--- src/rtl/velocity_cell_ctrl.sv ---
// velocity_cell_ctrl
//   Streams one cell's particle velocities out of a shared velocity memory.
//   Address 0 holds the cell's particle count N, and addresses 1..N hold the
//   velocities, packed {vz, vy, vx}. Motion-update writes share the same memory
//   port and always take priority over reads.
//
// Ports
//   clk, rst_n        clock, asynchronous active-low reset
//   start             pulse that starts a stream (ignored unless idle)
//   stall             consumer hold; no new stream read is issued while high
//   wr_req/addr/data  write request; wr_ack is asserted in the same cycle
//   mem_*             single-port memory interface (mem_q arrives 1 cycle after mem_rden)
//   out_valid/addr/data  one streamed velocity per valid cycle
//   particle_count    clamped count latched from address 0
//   busy, done        busy is high outside IDLE; done is a one-cycle end pulse
//   cnt_err           sticky flag, set when the stored count exceeds PARTICLE_NUM-1
module velocity_cell_ctrl #(
  parameter int DATA_WIDTH   = 96,
  parameter int ADDR_WIDTH   = 8,
  parameter int PARTICLE_NUM = 220
) (
  input  logic                  clk,
  input  logic                  rst_n,
  input  logic                  start,
  input  logic                  stall,
  input  logic                  wr_req,
  input  logic [ADDR_WIDTH-1:0] wr_addr,
  input  logic [DATA_WIDTH-1:0] wr_data,
  output logic                  wr_ack,
  output logic [ADDR_WIDTH-1:0] mem_address,
  output logic [DATA_WIDTH-1:0] mem_data,
  output logic                  mem_rden,
  output logic                  mem_wren,
  input  logic [DATA_WIDTH-1:0] mem_q,
  output logic                  out_valid,
  output logic [DATA_WIDTH-1:0] out_data,
  output logic [ADDR_WIDTH-1:0] out_addr,
  output logic [ADDR_WIDTH-1:0] particle_count,
  output logic                  busy,
  output logic                  done,
  output logic                  cnt_err
);

  typedef enum logic [2:0] {IDLE, RD_CNT, WAIT_CNT, STREAM, DRAIN} state_t;

  localparam logic [ADDR_WIDTH-1:0] MAX_ADDR = ADDR_WIDTH'(PARTICLE_NUM - 1);

  state_t                state, state_nxt;
  logic [ADDR_WIDTH-1:0] rd_addr, rd_addr_nxt;
  logic                  rd_issue, stream_issue, done_nxt;
  logic [ADDR_WIDTH-1:0] cnt_raw, cnt_clamped;
  logic                  cnt_over;

  assign cnt_raw     = mem_q[ADDR_WIDTH-1:0];
  assign cnt_over    = cnt_raw > MAX_ADDR;
  assign cnt_clamped = cnt_over ? MAX_ADDR : cnt_raw;

  always_comb begin
    state_nxt    = state;
    rd_addr_nxt  = rd_addr;
    rd_issue     = 1'b0;
    stream_issue = 1'b0;
    done_nxt     = 1'b0;
    case (state)
      IDLE: begin
        rd_addr_nxt = '0;
        if (start) state_nxt = RD_CNT;
      end
      RD_CNT: begin
        // The count read ignores stall and only waits for the port to be free.
        if (!wr_req) begin
          rd_issue  = 1'b1;
          state_nxt = WAIT_CNT;
        end
      end
      WAIT_CNT: begin
        if (cnt_clamped == '0) begin
          state_nxt = IDLE;
          done_nxt  = 1'b1;
        end else begin
          state_nxt   = STREAM;
          rd_addr_nxt = ADDR_WIDTH'(1);
        end
      end
      STREAM: begin
        if (!wr_req && !stall) begin
          rd_issue     = 1'b1;
          stream_issue = 1'b1;
          // rd_addr stops at N, which is at most MAX_ADDR, so it never
          // leaves the memory range.
          if (rd_addr == particle_count) state_nxt = DRAIN;
          else rd_addr_nxt = rd_addr + ADDR_WIDTH'(1);
        end
      end
      DRAIN: begin
        state_nxt = IDLE;
        done_nxt  = 1'b1;
      end
      default: state_nxt = IDLE;
    endcase
  end

  always_ff @(posedge clk or negedge rst_n) begin
    if (!rst_n) begin
      state          <= IDLE;
      rd_addr        <= '0;
      out_valid      <= 1'b0;
      out_addr       <= '0;
      particle_count <= '0;
      cnt_err        <= 1'b0;
      done           <= 1'b0;
    end else begin
      state     <= state_nxt;
      rd_addr   <= rd_addr_nxt;
      out_valid <= stream_issue;
      done      <= done_nxt;
      if (stream_issue) out_addr <= rd_addr;
      if (state == WAIT_CNT) begin
        particle_count <= cnt_clamped;
        if (cnt_over) cnt_err <= 1'b1;
      end
    end
  end

  // The memory registers its read data, so mem_q is already held steady in the
  // out_valid cycle. It is passed through rather than registered a second time.
  assign out_data = out_valid ? mem_q : '0;

  // The write port wins the shared memory port. Gating by rst_n keeps every
  // output at 0 while reset is asserted.
  assign wr_ack      = rst_n & wr_req;
  assign mem_wren    = rst_n & wr_req;
  assign mem_rden    = rst_n & rd_issue;
  assign mem_address = !rst_n ? '0 : (wr_req ? wr_addr : rd_addr);
  assign mem_data    = (rst_n && wr_req) ? wr_data : '0;
  assign busy        = (state != IDLE);

endmodule

--- config.mk ---
export PLATFORM = sky130hd
export DESIGN_NAME = velocity_cell_ctrl
export DESIGN_NICKNAME = d
export VERILOG_FILES = /design/src/rtl/velocity_cell_ctrl.sv
export SDC_FILE = /design/constraint.sdc
export NUM_CORES = 1
export LEC_CHECK = 0
export ABC_AREA = 1
export CAP_MARGIN = 20
export CORE_AREA = 3 3 164 166
export CTS_CLUSTER_DIAMETER = 80
export DETAILED_ROUTE_END_ITERATION = 10
export DIE_AREA = 0 0 167 169
export SLEW_MARGIN = 25
export SYNTH_ARGS = -nofsm -noshare
export SYNTH_HDL_FRONTEND = slang
export SYNTH_SLANG_ARGS = --single-unit
--- constraint.sdc ---
create_clock -name clk -period 1.9 [get_ports clk]
set_clock_uncertainty 0.05 [all_clocks]
set_input_delay 0.285 -clock clk [delete_from_list [all_inputs] [get_ports clk]]
set_output_delay 0.285 -clock clk [all_outputs]
set_load 0.03 [all_outputs]
==> qor.txt <==
Status: complete, no violations
Worst Setup End Kind: output pin
Top Usage Layer GRT: met2
Commonest cells after routing, fill and taps aside: inv_1 (223), clkdlybuf4s50_1 (221), buf_4 (196), nand2_1 (157), nor2_1 (110)
Drt pass-1 iters: 4
Die Y: 169 µm
Row cnt: 59
Switching Share: 0.387
Fill cell count: 2766
Syn Inst Count: 632
Maximum vdd drop: 0.334 mV
IO Pins: 428
Clock slew seen by the registers of the worst setup and hold paths: 0.05 ns
Slew headroom: 0.727
Number of H-tree levels: 2
M1 GR Usage: 0.161
GRT overflow: 0
HP Class: in -> async
Syn_nets: 838
Drt via density: 3.58
Mux contribution to synthesized area: 0
Synth-to-layout area growth: 151%
Worst Path Required: 1.56 ns
Most common cell after layout, fill and taps aside: inv_1
Met3 Track Usage GR: 0.0264
1st-iter DRT viols: 174
Sequential Power Share: 0.226
Worst-Margin Slew: 0.408 ns
Final Non-Filler Cells: 1408
Synth unique cells: 34
TritonCTS clock tree: done
Leakage power: 4.90 nW
Antenna-violating nets left: 0
Final wirelength: 20.0 mm
HPWL after DPL: 17.5 mm
Final core occ: 0.318
Number of max-cap violations: 0
Total CTS buffers: 5
Worst setup margin: 0.0925 ns
Core ar.: 25800 µm²
Slew Viols, Final: 0
XOR/XNOR Fraction of Synth Area: 0.0134
Setup Viol. Count Final: 0
Synth Area in Simple Gates: 0.392
R2R Path End: rd_addr[4]$_DFFE_PN0P_
Clock power share: 0.223
WP data arrival: 1.47 ns
Tmin final: 1.81 ns
Kind of critical path: reg -> out
Power density over the cells: 432 nW/µm²
Met2 usage: 0.243
Inst Count DP: 1398
Antenna Cells: 0
Final hold vios: 0
First-pass GRT wire length: 30.1 mm
Post-synthesis register bit count: 30
R2R Setup Slk: 0.25 ns
Vias in the first global route: 5307
TNS Setup: 0 ns
GRT Total Usage: 0.133
Clk sinks: 30
Yosys warnings: 0
Compound-Gate Fraction of Synth Area: 0.0644
Period Utilization, post-route: 0.951
Fraction of layout cells with a size suffix above 1: 0.241
Routed len/inst: 14.2 µm
Adder-cell share of the synthesized area: 0.00383
Initial antenna violation count: 0
Crit start category: flip-flop
Nets: 1278
Synth async-reset ratio: 1.00
Max Freq: 0.553 GHz
CTS Root Buffer Type: clkbuf_16
Number of enable flip-flop cells after synthesis: 0
Vias: 5042
Crit Path Max Fanout: 4
Syn_area_per_cell: 5.17 µm²
Reg-to-reg critical path startpoint: rd_addr[0]$_DFFE_PN0P_
Die Wd: 167 µm
Top_reg_cell synth: dfrtp_1
Sequential area share after synthesis: 0.230
Die area: 28200 µm²
Setup slack at placement: -0.0963 ns
Initial core utilization: 0.127
Internal power: 2.17 mW
Maximum clock path buffer count: 2
RSZ-0062 raised after global routing: false
Port Buf Inserts: 427
Placer Congestion: 0.840
Clk_lat worst skew: 0.28 ns
Tot Pwr: 3.54 mW
Post-synthesis cell area: 3260 µm²
Sw power: 1.37 mW
Largest family of logic cells by synthesized area: simple AND/OR/NAND/NOR gates
Largest net degree at the start of global routing: 69
Worst r2r path cells: 11
# DRC: 0
Comb pwr share: 0.551
-- critical path, cell delays in order, from the launching register on --
cell and delay, ns:
dfrtp_1 0.42, inv_1 0.15, nand3_1 0.17, nor2_1 0.13, o21a_1 0.18, buf_12 0.13
-- final cells by class --
cell class	count	area, µm²	area share
sequential	30	752	0.0917
tap	335	419	0.0511
clock inverter	1	5.00	0.000611
timing repair buffer	458	4470	0.545
inverter	226	856	0.104
multi-input combinational	351	1560	0.190
clock buffer	7	143	0.0174
-- Yosys cell counts, types with 2 or more instances --
master / n / area share
nor2_4: 2 / 0.0069
xor2_1: 2 / 0.0054
nor2_1: 111 / 0.13
buf_2: 6 / 0.0092
buf_1: 4 / 0.0046
nor3b_1: 3 / 0.0069
xnor2_1: 3 / 0.0081
inv_1: 223 / 0.26
a21oi_1: 8 / 0.012
nor3_1: 2 / 0.0031
dfrtp_1: 30 / 0.23
nand2_1: 158 / 0.18
nand3_1: 20 / 0.031
o21ai_0: 25 / 0.038
nand2_4: 3 / 0.010
clkbuf_1: 13 / 0.015
a22oi_1: 2 / 0.0046
-- routing by layer --
layer | routed length [µm] | vias to the layer above
li1 | - | 2605
met1 | 8240 | 2209
met2 | 10200 | 215
met3 | 1250 | 13
met4 | 278 | 0
met5 | 0 | -
-- flip-flops by register name, indices dropped and copies added, names as in the netlist --
register and count:
out_valid 1, particle_count 8, rd_addr 8, done 1
out_addr 8, state 3, cnt_err 1
-- cell families after synthesis --
family          Yosys count
fa+ha+maj                 1
buf+inv                 251
simple gates            306
flops                    30
compound gates           39
xor+xnor                  5
-- worst max path at each step --
stage / from / endpoint / slack, ns / depth (start not counted)
detailed placement: wr_req / mem_data[18] / -0.1 / 5
CTS: state[2]$_DFFE_PN0P_ / mem_rden / 0.07 / 5
finish: state[2]$_DFFE_PN0P_ / mem_rden / 0.09 / 5
global placement: wr_req / mem_data[18] / -0.14 / 5
floorplan: out_valid$_DFF_PN0_ / out_data[55] / 0.12 / 5
global route: state[2]$_DFFE_PN0P_ / mem_rden / 0.002 / 5
-- power groups by stage --
stage          Clock, mW  Combinational, mW  Sequential [mW]
4_1_cts            0.804               1.98            0.800
2_1_floorplan          0              0.790            0.866
6_report           0.790               1.95            0.800
5_1_grt            0.825               2.10            0.813
3_3_place_gp           0               1.96            0.806
3_5_place_dp           0               1.96            0.810
-- per-stage QoR --
| step | hold WS, ns | instance area, µm² |
|---|---|---|
| floorplan | -0.0606 | 3260 |
| global placement | 0.0940 | 8030 |
| detailed placement | 0.0947 | 8030 |
| CTS | 0.193 | 8200 |
| global route | 0.217 | 8200 |
| finish | 0.185 | 8200 |
-- repair_timing --
action	CTS	global route
endpoints found under the setup margin	43	0
hold buffers	1	0
gates resized for setup	2	0
hold endpoints to repair	4	0
buffers inserted	1	0
Note: power is estimated with default switching activity, not from simulation.
